## config.mk

```make
export PLATFORM = sky130hd
export DESIGN_NAME = tanimoto_result_collector_flat
export DESIGN_NICKNAME = d
export VERILOG_FILES = /design/src/rtl/tanimoto_result_collector_if.sv /design/src/rtl/tanimoto_result_collector.sv /design/src/flat_wrapper.sv
export SDC_FILE = /design/constraint.sdc
export NUM_CORES = 1
export LEC_CHECK = 0
export ABC_AREA = 1
export CAP_MARGIN = 0
export CORE_ASPECT_RATIO = 1.25
export CORE_MARGIN = 4
export CORE_UTILIZATION = 45
export CTS_CLUSTER_SIZE = 8
export DETAILED_ROUTE_END_ITERATION = 16
export GPL_ROUTABILITY_DRIVEN = 0
export GPL_TIMING_DRIVEN = 1
export PLACE_DENSITY_LB_ADDON = 0.1
export SYNTH_ARGS = -nofsm -noshare
export SYNTH_HDL_FRONTEND = slang
export SYNTH_SLANG_ARGS = --single-unit
```

## constraint.sdc

```tcl
create_clock -name clk -period 5.25 [get_ports clk]
set_clock_uncertainty 0.15 [all_clocks]
set_input_delay 0.525 -clock clk [delete_from_list [all_inputs] [get_ports clk]]
set_output_delay 0.525 -clock clk [all_outputs]
set_load 0.05 [all_outputs]
```

## src/rtl/tanimoto_result_collector_if.sv

```systemverilog
// rtl/tanimoto_result_collector_if.sv - result/hit stream bundle between comparator, collector and hit sink
//
// Purpose : groups the comparator result stream, the hit output stream and
//           the collector status outputs into one bundle.
// Modports:
//   slave  - the collector: consumes i_Valid/i_Dout/i_Last/i_HitReady,
//            drives i_Ready, o_HitValid, o_HitIdx, o_HitCount, o_Overflow, o_Done
//   master - the environment (comparator + hit sink): the opposite directions
interface tanimoto_result_collector_if #(
  parameter int IDX_WIDTH = 16
);
  logic                 i_Valid;
  logic                 i_Dout;
  logic                 i_Last;
  logic                 i_Ready;
  logic                 o_HitValid;
  logic [IDX_WIDTH-1:0] o_HitIdx;
  logic                 i_HitReady;
  logic [IDX_WIDTH-1:0] o_HitCount;
  logic                 o_Overflow;
  logic                 o_Done;

  modport slave (
    input  i_Valid, i_Dout, i_Last, i_HitReady,
    output i_Ready, o_HitValid, o_HitIdx, o_HitCount, o_Overflow, o_Done
  );

  modport master (
    output i_Valid, i_Dout, i_Last, i_HitReady,
    input  i_Ready, o_HitValid, o_HitIdx, o_HitCount, o_Overflow, o_Done
  );
endinterface

```

## src/rtl/tanimoto_result_collector.sv

```systemverilog
// rtl/tanimoto_result_collector.sv - numbers comparator results and buffers hit indices in a FWFT FIFO
//
// Purpose : accepts Tanimoto comparator results, assigns each a running pair
//           index, queues indices of hits, streams them out, and tracks
//           batch boundaries, hit totals and lost results.
// Ports   :
//   clk  - clock
//   rst  - synchronous active-low reset
//   bus  - tanimoto_result_collector_if.slave (result stream in, hit stream
//          out, i_Ready backpressure, o_HitCount, o_Overflow, o_Done)
module tanimoto_result_collector #(
  parameter int IDX_WIDTH  = 16,
  parameter int FIFO_DEPTH = 16,
  parameter int SKID       = 2
) (
  input  logic                           clk,
  input  logic                           rst,
  tanimoto_result_collector_if.slave     bus
);

  localparam int AW = $clog2(FIFO_DEPTH);
  localparam int CW = AW + 1;
  localparam logic [CW-1:0] DEPTH_C = CW'(FIFO_DEPTH);
  localparam logic [CW-1:0] SKID_C  = CW'(SKID);

  typedef enum logic [1:0] {
    IDLE  = 2'd0,
    RUN   = 2'd1,
    DRAIN = 2'd2,
    DONE  = 2'd3
  } state_t;

  state_t               state_q, state_d;
  logic [IDX_WIDTH-1:0] mem_q [FIFO_DEPTH];
  logic [AW-1:0]        wr_ptr_q, wr_ptr_d;
  logic [AW-1:0]        rd_ptr_q, rd_ptr_d;
  logic [CW-1:0]        count_q, count_d;
  logic [IDX_WIDTH-1:0] idx_q, idx_d;
  logic [IDX_WIDTH-1:0] hit_cnt_q, hit_cnt_d;
  logic                 ovf_q, ovf_d;
  logic                 ready_q, ready_d;

  logic                 not_empty;
  logic                 pop;
  logic                 push;
  logic                 accept;
  logic                 run_ok;
  logic [CW-1:0]        free_after_pop;
  logic [CW-1:0]        free_next;

  assign not_empty = (count_q != '0);
  assign pop       = not_empty & bus.i_HitReady;
  assign run_ok    = (state_q == IDLE) || (state_q == RUN);

  // A same-cycle pop frees its slot before the accept decision, so a full
  // FIFO that is being drained still takes the incoming result.
  assign free_after_pop = DEPTH_C - count_q + {{AW{1'b0}}, pop};
  assign accept         = bus.i_Valid & run_ok & (free_after_pop != '0);
  assign push           = accept & bus.i_Dout;

  always_comb begin
    count_d   = count_q + {{AW{1'b0}}, push} - {{AW{1'b0}}, pop};
    free_next = DEPTH_C - count_d;
    wr_ptr_d  = push ? wr_ptr_q + 1'b1 : wr_ptr_q;
    rd_ptr_d  = pop  ? rd_ptr_q + 1'b1 : rd_ptr_q;
    ovf_d     = ovf_q | (bus.i_Valid & ~accept);
    state_d   = state_q;
    idx_d     = idx_q;
    hit_cnt_d = hit_cnt_q;

    // Index advances on every valid result in IDLE/RUN, dropped ones included,
    // so later indices stay aligned with pair order.
    if (bus.i_Valid && run_ok) begin
      idx_d = idx_q + 1'b1;
    end

    // The first accepted result of a batch restarts the hit total.
    if (accept && state_q == IDLE) begin
      hit_cnt_d = {{(IDX_WIDTH-1){1'b0}}, push};
    end else if (push && hit_cnt_q != '1) begin
      hit_cnt_d = hit_cnt_q + 1'b1;
    end

    case (state_q)
      IDLE, RUN: begin
        if (accept) begin
          if (bus.i_Last) begin
            state_d = (count_d == '0) ? DONE : DRAIN;
          end else begin
            state_d = RUN;
          end
        end
      end
      DRAIN: begin
        if (!not_empty) begin
          state_d = DONE;
        end
      end
      DONE: begin
        state_d = IDLE;
        idx_d   = '0;
      end
      default: state_d = IDLE;
    endcase

    ready_d = ((state_d == IDLE) || (state_d == RUN)) && (free_next > SKID_C);
  end

  always_ff @(posedge clk) begin
    if (!rst) begin
      state_q   <= IDLE;
      wr_ptr_q  <= '0;
      rd_ptr_q  <= '0;
      count_q   <= '0;
      idx_q     <= '0;
      hit_cnt_q <= '0;
      ovf_q     <= 1'b0;
      ready_q   <= 1'b1;
    end else begin
      state_q   <= state_d;
      wr_ptr_q  <= wr_ptr_d;
      rd_ptr_q  <= rd_ptr_d;
      count_q   <= count_d;
      idx_q     <= idx_d;
      hit_cnt_q <= hit_cnt_d;
      ovf_q     <= ovf_d;
      ready_q   <= ready_d;
    end
  end

  // Storage needs no reset; occupancy is tracked by the pointers and count.
  always_ff @(posedge clk) begin
    if (push) begin
      mem_q[wr_ptr_q] <= idx_q;
    end
  end

  assign bus.i_Ready    = ready_q;
  assign bus.o_HitValid = not_empty;
  assign bus.o_HitIdx   = not_empty ? mem_q[rd_ptr_q] : '0;
  assign bus.o_HitCount = hit_cnt_q;
  assign bus.o_Overflow = ovf_q;
  assign bus.o_Done     = (state_q == DONE);

endmodule

```

## src/flat_wrapper.sv

```systemverilog
// flat-port wrapper written by rule: the top's interface ports become plain ports
module tanimoto_result_collector_flat 
#(
  parameter int IDX_WIDTH  = 16,
  parameter int FIFO_DEPTH = 16,
  parameter int SKID       = 2
)
  (clk, rst, bus_i_Valid, bus_i_Dout, bus_i_Last, bus_i_HitReady, bus_i_Ready, bus_o_HitValid, bus_o_HitIdx, bus_o_HitCount, bus_o_Overflow, bus_o_Done);
  tanimoto_result_collector_if #(.IDX_WIDTH(IDX_WIDTH)) bus_i ();
  input  logic clk;
  input  logic rst;
  input wire logic [$bits(bus_i.i_Valid)-1:0] bus_i_Valid;
  input wire logic [$bits(bus_i.i_Dout)-1:0] bus_i_Dout;
  input wire logic [$bits(bus_i.i_Last)-1:0] bus_i_Last;
  input wire logic [$bits(bus_i.i_HitReady)-1:0] bus_i_HitReady;
  output wire logic [$bits(bus_i.i_Ready)-1:0] bus_i_Ready;
  output wire logic [$bits(bus_i.o_HitValid)-1:0] bus_o_HitValid;
  output wire logic [$bits(bus_i.o_HitIdx)-1:0] bus_o_HitIdx;
  output wire logic [$bits(bus_i.o_HitCount)-1:0] bus_o_HitCount;
  output wire logic [$bits(bus_i.o_Overflow)-1:0] bus_o_Overflow;
  output wire logic [$bits(bus_i.o_Done)-1:0] bus_o_Done;
  assign bus_i.i_Valid = bus_i_Valid;
  assign bus_i.i_Dout = bus_i_Dout;
  assign bus_i.i_Last = bus_i_Last;
  assign bus_i.i_HitReady = bus_i_HitReady;
  assign bus_i_Ready = bus_i.i_Ready;
  assign bus_o_HitValid = bus_i.o_HitValid;
  assign bus_o_HitIdx = bus_i.o_HitIdx;
  assign bus_o_HitCount = bus_i.o_HitCount;
  assign bus_o_Overflow = bus_i.o_Overflow;
  assign bus_o_Done = bus_i.o_Done;
  tanimoto_result_collector #(.IDX_WIDTH(IDX_WIDTH), .FIFO_DEPTH(FIFO_DEPTH), .SKID(SKID)) u_core (.clk(clk), .rst(rst), .bus(bus_i));
endmodule
```

After elaboration in Yosys (flattened, before gate mapping) --
Memories as Yosys holds them, arrays and structs flattened. A register that Yosys moved wholly into a read port is not among the register bits. Index checks and enable logic that the tools add are counted.
Operators by class: $add $sub $neg 9, order comparisons 1, eq/ne operators 5, multiplexer cells 12, bitwise gates (word level) 8, reduce and logical (&&, ||, !) cells 15
Operator list (number):
- 16-bit by 1-bit adder with 16-bit output (second input constant) | 2
- 16-bit two-way mux | 1
- 16-bit != test (second input constant) | 1
- 5-bit by 1-bit adder with 5-bit output | 2
- 5-bit nonzero test | 2
- 5-bit subtractor (first input constant) | 2
- 4-bit by 1-bit adder with 4-bit output (second input constant) | 2
- 4-bit two-way mux | 2
- 2-bit two-way mux | 3
- 2-bit one-hot mux with 3 select lines | 1
- 2-bit OR reduction | 3
- 1-bit bitwise AND | 5
- 5-bit by 2-bit greater-than comparator with 1-bit output (second input constant) | 1
- 5-bit logical NOT | 1
- 1-bit two-way mux | 5
- 5-bit by 1-bit subtractor with 5-bit output | 1
- 2-bit by 1-bit equality test with 1-bit output (second input constant) | 2
- 2-bit equality test (second input constant) | 2
- 1-bit logical AND | 4
- 2-bit logical NOT | 2
- 1-bit logical OR | 2
- 1-bit NOT | 2
- 2-bit nonzero test | 1
- 1-bit OR | 1
Word-level totals: flip-flop bits (word level) 49, memory bits (writable) 256, bits of input ports 6, output and inout bits 36, word-level logic and storage cells 60, memories 1
Memory list:
- u_core.mem_q | depth 16, width 16, rd ports 1, clocked after Yosys merged registers in 1, wr ports 1, line tanimoto_result_collector.sv:34 | logic [IDX_WIDTH-1:0] mem_q [FIFO_DEPTH];

Depth between registers and ports, before layout --
Gate-level depths: netlist of the first run.
word-level depth 16, gate-level depth with buffers 26, mapped depth without buffers 26

Worst setup path after synthesis of the first run --
Ideal clock, no wire load.
path kind reg2reg, from register u_core.count_q[2], to register u_core.ready_q, in the netlist u_core.bus.i_Ready, library setup time 118 ps, data arrival time 4266 ps, data required time 4982 ps, setup slack 716 ps, stages on the path, launching flop included 24, buffers on the path 0, period minus slack after synthesis 4534 ps, cells stage by stage dfxtp_1 > inv_1 > ha_1 > nand4_1 > nand2_1 > ha_1 > inv_1 > ha_1 > o21bai_1 > nor2_2 > nand3_4 > nand3_4 > inv_2 > ha_1 > fa_1 > inv_1 > ha_1 > and3_1 > ha_1 > o211ai_1 > nor2_1 > nand2_1 > nor2_1 > nor2_1
Between the ends: longest elaborated chain between the ends 16, elaborated cells on any way between the ends 21, those cells by class add/sub (5); order compare (1); eq/ne (1); mux (5); bitwise (3); reduce/logical (6)
RTL lines:
- start: declaration | line tanimoto_result_collector.sv:37 | logic [CW-1:0] count_q, count_d;
- start signal: assignment | line tanimoto_result_collector.sv:123 | count_q <= count_d;
- 5-bit nonzero test * | line tanimoto_result_collector.sv:51 | assign not_empty = (count_q != '0);
- named net bus_o_HitValid | line flat_wrapper.sv:17 | output wire logic [$bits(bus_i.o_HitValid)-1:0] bus_o_HitValid;
- 1-bit bitwise AND * | line tanimoto_result_collector.sv:52 | assign pop = not_empty & bus.i_HitReady;
- 5-bit by 1-bit adder with 5-bit output * | line tanimoto_result_collector.sv:57 | assign free_after_pop = DEPTH_C - count_q + {{AW{1'b0}}, pop};
- 5-bit nonzero test * | line tanimoto_result_collector.sv:58 | assign accept = bus.i_Valid & run_ok & (free_after_pop != '0);
- 1-bit bitwise AND * | line tanimoto_result_collector.sv:58
- 1-bit bitwise AND * | line tanimoto_result_collector.sv:59 | assign push = accept & bus.i_Dout;
- named net u_core.push | line tanimoto_result_collector.sv:45 | logic push;
- 5-bit by 1-bit adder with 5-bit output * | line tanimoto_result_collector.sv:62 | count_d = count_q + {{AW{1'b0}}, push} - {{AW{1'b0}}, pop};
- 5-bit by 1-bit subtractor with 5-bit output * | line tanimoto_result_collector.sv:62
- named net u_core.count_d[1] | line tanimoto_result_collector.sv:37
- parallel branches: the longest is 7 deep, another holds 5-bit subtractor
- 1-bit logical AND * | line tanimoto_result_collector.sv:106 | ready_d = ((state_d == IDLE) || (state_d == RUN)) && (free_next > SKID_C);
- end signal: assignment | line tanimoto_result_collector.sv:127 | ready_q <= ready_d;
- end: declaration | line tanimoto_result_collector.sv:41 | logic ready_q, ready_d;
Mark *: on every way through the listed nets, which the timed path passes. A chain may end at the register's enable or synchronous reset.

Final worst setup path of the first run --
from register u_core.count_q[2], to register u_core.ready_q, in the netlist u_core.bus.i_Ready
Between the ends: longest elaborated chain between the ends 16, elaborated cells on any way between the ends 21, those cells by class add/sub (5); order compare (1); eq/ne (1); mux (5); bitwise (3); reduce/logical (6)
RTL lines (line):
- parallel branches: the longest is 2 deep, another holds 5-bit subtractor
- 5-bit by 1-bit adder with 5-bit output * | tanimoto_result_collector.sv:57
- 5-bit nonzero test * | tanimoto_result_collector.sv:58
- 1-bit bitwise AND * | tanimoto_result_collector.sv:58
- 1-bit bitwise AND * | tanimoto_result_collector.sv:59
- named net u_core.push | tanimoto_result_collector.sv:45
- 5-bit by 1-bit adder with 5-bit output * | tanimoto_result_collector.sv:62
- 5-bit by 1-bit subtractor with 5-bit output * | tanimoto_result_collector.sv:62
- named net u_core.count_d[1] | tanimoto_result_collector.sv:37
- parallel branches: the longest is 7 deep, another holds 5-bit subtractor
- 1-bit logical AND * | tanimoto_result_collector.sv:106
Marked as above.

==> results.md, run 1 <==
* Critical Path AT at 4.69 ns
* Final period util at 84.29%
* Pin count of the biggest net entering global routing at 129
* WS Path Type: register to register
* Worst Path Required at 5.51 ns
* Clock Latency Late Sink at 0.53 ns
* Drt pass-1 iters at 5
* TritonCTS buffer count at 44
* Routed Antenna Nets at 0
* Finished Core Util at 52.97%
* First DRT Iteration DRCs at 748
* Status: completed
* Post-CTS Hold Fix Bufs at 0
* Initial antenna violation count at 0
* CTS Buffer Depth at 3
* Ys Warns at 0
* Reg clk slew, reported paths at 0.05 ns
* Total Routed Length at 32.07 mm
* Area Growth Syn to Fin at 15.61%
* Hold WS at 0.3209 ns
* Synth Area in Adders at 1.975%
* CTS tree: yes
* Startpoint types: register
* Core area at 28,490 sq um
* Compound-gate portion of the synthesized area at 12.04%
* RSZ-0062 raised after global routing: no
* Max VDD drop at 386.0 uV
* Final setup viols at 0
* Nets at 1,245
* Max-Slew Margin vs Limit at 32.96%
* WL/cell at 20.18 microns
* Sink Count at 309
* Worst Setup End Kind: register
* Synth cell types at 40
* Final min period at 4.425 ns
* Rows at 69
* Post-synthesis register bit count at 309
* Power Total at 0.007303 W
* Total GRT Usage at 20.60%
* Clock Tree Root: clkbuf_16
* Vias in the first global route at 8,763
* MaxCap Viol Count at 0
* GR Overflow Total at 0
* Slew @ Worst Pin at 1.006 ns
* Ys async rst share at 0%
* Pre-CTS setup slack at 0.6687 ns
* Mux share of post-synthesis cell area at 0%
* HPWL after DPL at 18.71 mm
* Worst Hold Class: register to register
* Slew Limit Fails at 0
* Layout cell share with drive strength beyond 1 at 9.968%
* Avg Inst Size Synth at 11.26 sq um
* Ys flop type: edfxtp_1
* Post-synthesis sequential area ratio at 67.02%
* Post-Syn Area at 13,050 sq um
* Via count at 8,738
* ANT cells at 0
* Top achievable clock speed at 226.0 MHz
* Setup TNS at 0 ns
* Combinational family with the most area after synthesis: simple AND/OR/NAND/NOR gates
* Post-Synth XOR/XNOR Area at 1.409%
* First-pass GRT wire length at 50.63 mm
* Die area at 31,810 sq um
* Die W at 160.3 microns
* Initial Utilization at 45.82%
* Final Hold Fails at 0
* Synth Area in Simple Gates at 13.62%
* Die height at 198.4 microns
* Syn nets at 1,185
* Post-CTS Setup Bufs at 0
* Post-synth EDFFs at 256
* I/O pin cnt at 42
* Final setup margin at 0.8247 ns
* Cts repair resizes at 0
* DR vias/cell at 5.499
* Port bufs at 41
* DRC at 0
* Pleak at 5.295 nW
* Crit-path max FO at 9
* Pwr Density at 483.9 nW/um^2
* Cells after synthesis at 1,159
* Htree depth at 2
==> cell usage after synthesis, types with 2 or more instances <==
| cell | count | area share, % |
|---|---|---|
| buf_6 | 5 | 0.43 |
| nand3_2 | 3 | 0.23 |
| xor2_1 | 15 | 1.0 |
| nand4_1 | 3 | 0.14 |
| dfxtp_1 | 53 | 8.1 |
| o21ai_1 | 16 | 0.61 |
| clkbuf_2 | 3 | 0.11 |
| inv_1 | 52 | 1.5 |
| a21oi_2 | 3 | 0.20 |
| edfxtp_1 | 256 | 59 |
| inv_2 | 5 | 0.14 |
| a21oi_1 | 52 | 2.0 |
| ha_1 | 19 | 1.8 |
| nand2_1 | 106 | 3.0 |
| clkinv_1 | 2 | 0.058 |
| o211ai_1 | 64 | 3.7 |
| buf_4 | 5 | 0.29 |
| nor2_4 | 6 | 0.52 |
| nand2_2 | 4 | 0.19 |
| nor2_1 | 240 | 6.9 |
| nand3_1 | 39 | 1.5 |
| and3_1 | 2 | 0.096 |
| clkbuf_1 | 25 | 0.72 |
| nand3_4 | 2 | 0.27 |
| o21ai_0 | 138 | 5.3 |
| or2_2 | 2 | 0.096 |
| xnor2_1 | 6 | 0.40 |
| nor3_1 | 4 | 0.15 |
| buf_2 | 18 | 0.69 |
==> area by class of cell <==
type | count | area (sq um)
Clock inverter | 1 | 5.005
Inverter | 59 | 222.7
Fill cell | 2548 | 13400
Multi-Input combinational cell | 735 | 3831
Clock buffer | 60 | 1182
Tap cell | 355 | 444.2
Sequential cell | 309 | 8753
Timing Repair Buffer | 70 | 653.1
==> logic make-up (layout without fill, tap and decap cells) <==
family | Yosys count | count (layout)
adders and majority gates | 20 | 20
buffers and inverters | 115 | 190
and+or+nand+nor | 417 | 417
xor gates and xnor gates | 21 | 21
DFF | 309 | 309
AOI/OAI and AO/OA | 277 | 277
==> cells in the final DEF (no fill, tap or decap), types with 4 or more instances in the layout <==
| cell type | n |
|---|---|
| nand3_1 | 39 |
| xnor2_1 | 6 |
| clkbuf_16 | 45 |
| clkdlybuf4s50_1 | 41 |
| inv_2 | 4 |
| nand2_2 | 4 |
| nor3_1 | 4 |
| inv_1 | 52 |
| nor2_1 | 224 |
| dfxtp_1 | 51 |
| xor2_1 | 15 |
| nor2_4 | 6 |
| nor2_2 | 17 |
| ha_1 | 19 |
| o21ai_1 | 16 |
| edfxtp_1 | 256 |
| clkbuf_1 | 15 |
| buf_4 | 27 |
| a21oi_1 | 52 |
| nand2_1 | 106 |
| o21ai_0 | 138 |
| o211ai_1 | 64 |
==> critical path: stages, from the launching register on <==
cell,delay (ns)
dfxtp_1,0.37
inv_1,0.10
ha_1,0.24
nand4_1,0.15
nand2_1,0.12
ha_1,0.22
inv_1,0.11
ha_1,0.25
o21bai_1,0.17
nor2_2,0.13
nand3_4,0.14
nand3_4,0.14
inv_2,0.10
ha_1,0.25
fa_1,0.55
inv_1,0.07
ha_1,0.22
and3_1,0.17
ha_1,0.27
o211ai_1,0.08
nor2_1,0.14
nand2_1,0.06
nor2_1,0.09
nor2_1,0.04
==> through the flow <==
stage	instance area (sq um)	cells
2_1_floorplan	13050	1159
3_3_place_gp	13900	1528
3_5_place_dp	13900	1528
4_1_cts	15090	1589
5_1_grt	15090	1589
6_report	15090	1589
==> path summary, 6_finish.rpt <==
path | startpoint | end | slack (ns) | cells after the start
worst max-delay path | u_core.count_q[2] | u_core.bus.i_Ready | 0.82 | 23
worst min-delay path | u_core.bus.o_Overflow | u_core.bus.o_Overflow | 0.32 | 2
worst max register to register | u_core.count_q[2] | u_core.bus.i_Ready | 0.82 | 23
worst min register to register | u_core.bus.o_Overflow | u_core.bus.o_Overflow | 0.32 | 2
==> layer usage <==
metal	share of wire (%)	wire length (microns)	track usage, %	vias to the layer above
met5	0	0	0	-
met1	43	13650	27.08	4213
met4	2.4	769	6.599	0
met3	6.4	2056	4.145	55
met2	49	15590	34.75	274
li1	-	-	-	4196
==> sequential cells by signal (all words and copies together), names as in the netlist, named ones only <==
register	flops
u_core.wr_ptr_q	4
u_core.rd_ptr_q	4
u_core.bus.o_HitCount	16
u_core.count_q	5
u_core.bus.i_Ready	1
u_core.state_q	2
u_core.bus.o_Overflow	1
u_core.mem_q	256
u_core.idx_q	16
==> where the power goes <==
| group | leakage (nW) | internal, W | total, W | switching, W |
|---|---|---|---|---|
| clock network | 0.576 | 0.00153 | 0.00248 | 0.000949 |
| registers | 2.98 | 0.00272 | 0.00277 | 0.0000538 |
| logic | 1.74 | 0.000628 | 0.00205 | 0.00142 |
(Power assumes the default switching activity.)
==> inputs of run 2 (changes only) <==
==> constraint.sdc (replaced) <==
create_clock -name clk -period 4 [get_ports clk]
set_clock_uncertainty 0.15 [all_clocks]
set_input_delay 0.4 -clock clk [delete_from_list [all_inputs] [get_ports clk]]
set_output_delay 0.4 -clock clk [all_outputs]
set_load 0.05 [all_outputs]
==> run 2 against run 1 <==
  * Flip-flop and latch count did not move
  * Worst hold slack got worse by 0.0038 ns
  * Maximum frequency rose by 18%
  * Combinational power rose by 50%
  * Critical endpoint unchanged
  * Largest power group unchanged
==> results.md, run 2 (synthesis gave the netlist of run 1 again) <==
* Pre-CTS setup slack at 0.04023 ns (-0.6285 ns)
* Final period util at 93.80% (+9.5 points)
* Final Hold Fails at 0 (unchanged)
* Share of power burned in the clock network at 32.7% (-1.3 points)
* Port bufs at 41 (unchanged)
* Clock Tree Root: clkbuf_16
* Initial antenna violation count at 0 (unchanged)
* Critical path, cell by cell: inv_2 > ha_4 > nand4_1 > nand2_1 > ha_2 > inv_2 > ha_4 > o21bai_1 > nor2_2 > nand3_4 > nand3_4 > inv_4 > ha_4 > fa_1 > inv_1 > ha_2 > and3_4 > ha_4 > o211ai_1 > nor2_1 > nand2_1 > nor2_1 > nor2_1
* TritonCTS buffer count at 44 (unchanged)
* Worst path most repeated cell: ha_4
* Most frequent cells in the layout: edfxtp_1 (256), nor2_1 (228), o21ai_0 (138)
* GR Overflow Total at 0 (unchanged)
* DRC at 0 (unchanged)
* Clock Latency Late Sink at 0.52 ns (about the same)
* Reg clk slew, reported paths at 0.05 ns (about the same)
* Status: completed
* Drt pass-1 iters at 5 (unchanged)
* RSZ-0062 raised after global routing: no
* Final setup margin at 0.2480 ns (-0.5767 ns)
* Storage cell area at 8756 sq um (about the same)
* CP peak stage delay at 0.53 ns (-0.02 ns)
* Die area at 31,810 sq um (unchanged)
* Worst Path Required at 4.25 ns (-1.26 ns)
* Vias in the first global route at 8,754 (-0.10%)
* Pwr Density at 649.7 nW/um^2 (+34%)
* Multi-input logic area at 3887 sq um (+1.5%)
* Pleak at 5.468 nW (+3.3%)
* Total Routed Length at 31.16 mm (-2.8%)
* Most common cell after layout, fill and taps aside: edfxtp_1
* Critical Path AT at 4.00 ns (-0.69 ns)
* Routed Antenna Nets at 0 (unchanged)
* I/O pin cnt at 42 (unchanged)
* Internal power at 0.006779 W (+39%)
* WL/cell at 19.39 microns (-3.9%)
* Rows at 69 (unchanged)
* Total GRT Usage at 19.74% (-0.86 points)
* Max-Slew Margin vs Limit at 37.74% (+4.8 points)
* Die W at 160.3 microns (unchanged)
* Final min period at 3.752 ns (-0.6733 ns)
* Crit-path max FO at 4 (-5)
* HPWL after DPL at 18.77 mm (+0.33%)
* Core area at 28,490 sq um (unchanged)
* CTS Buffer Depth at 3 (unchanged)
* Net switching power at 0.003270 W (+35%)
* CTS tree: yes
* Worst Setup End Kind: register
* Nets at 1,259 (+1.1%)
* Switching share of power at 32.54% (-0.66 points)
* ANT cells at 0 (unchanged)
* Area Growth Syn to Fin at 18.50%
* Pin count of the biggest net entering global routing at 69 (-47%)
* Htree depth at 2 (unchanged)
* Initial Utilization at 45.82% (unchanged)
* Sequential power share at 36.6% (-1.3 points)
* Via count at 8,745 (+0.080%)
* Layout cell share with drive strength beyond 1 at 13.18% (+3.2 points)
* Top achievable clock speed at 266.5 MHz (+18%)
* DR vias/cell at 5.442 (-1.0%)
* Worst Hold Class: register to register
* WS Path Type: register to register
* Fill cells at 2,456 (-3.6%)
* Setup TNS at 0 ns (unchanged)
* Die height at 198.4 microns (unchanged)
* Max VDD drop at 441.0 uV (+14%)
* Cts repair resizes at 0 (unchanged)
* Max reg flops at 256 (unchanged)
* Slew @ Worst Pin at 0.9329 ns (-0.07271 ns)
* Slew Limit Fails at 0 (unchanged)
* Post-CTS Hold Fix Bufs at 0 (unchanged)
* Largest reg by FF count: u_core.mem_q
* Logic pwr share at 30.7% (+2.6 points)
* First-pass GRT wire length at 49.07 mm (-3.1%)
* Sink Count at 309 (unchanged)
* Final setup viols at 0 (unchanged)
* Startpoint types: register
* Slowest CP cell: fa_1
* MaxCap Viol Count at 0 (unchanged)
* First DRT Iteration DRCs at 578 (-23%)
## run 2: through the flow
stage | hold slack, ns | total power [W] | area, sq um | util (%) | cells
global placement | 0.3024 | 0.006820 | 14250 | 50.01 | 1541
detailed placement | 0.3134 | 0.006852 | 14250 | 50.01 | 1541
global route | 0.3442 | 0.01059 | 15470 | 54.30 | 1607
floorplan | 0.2900 | 0.005709 | 13130 | - | 1159
CTS | 0.3229 | 0.01017 | 15460 | 54.27 | 1606
finish | 0.3171 | 0.01005 | 15470 | 54.30 | 1607
## run 2: critical path, delay by kind of cell (launching register included)
kind	cells	cell delay (ns)
buf+inv	4	0.28
flops	1	0.36
fa+ha+maj	7	1.65
simple gates	10	0.98
compound gates	2	0.22
## run 2: final timing paths
| kind | from | endpoint | slack [ns] | cells after the start |
|---|---|---|---|---|
| max | u_core.count_q[2] | u_core.bus.i_Ready | 0.25 | 23 |
| min | u_core.rd_ptr_q[3] | u_core.rd_ptr_q[3] | 0.32 | 2 |
| max reg2reg | u_core.count_q[2] | u_core.bus.i_Ready | 0.25 | 23 |
| min reg2reg | u_core.rd_ptr_q[3] | u_core.rd_ptr_q[3] | 0.32 | 2 |
## run 2: power by group through the flow
stage	Combinational, W	Clock [W]	Sequential (W)
6_report	0.00308	0.00328	0.00368
5_1_grt	0.00339	0.00351	0.00369
4_1_cts	0.00312	0.00336	0.00368
3_5_place_dp	0.00311	0	0.00374
3_3_place_gp	0.00308	0	0.00374
2_1_floorplan	0.00201	0	0.00370
## run 2: cell type report
type | instances | share of cell area, %
multi-input cells | 735 | 25.13
clock buffers | 62 | 7.692
well taps | 355 | 2.871
clock inverters | 3 | 0.1456
inverters | 59 | 1.456
repair buffers | 84 | 6.099
flip-flops and latches | 309 | 56.60
## run 2: repair_timing
item | in CTS | in global routing
buffers inserted | 0 | 1
endpoints found under the setup margin | 0 | 1
endpoints found under the hold margin | 0 | 0
## run 2: routing by layer
metal  GRT usage (%)  vias to the layer above  share of wire, %  wire length [microns]
met4           5.324                        0               2.0                    633
li1                -                     4228                 -                      -
met2           34.99                      220                50                  15730
met1           25.46                     4244                43                  13370
met3           3.130                       53               4.6                   1426
met5               0                        -                 0                      0
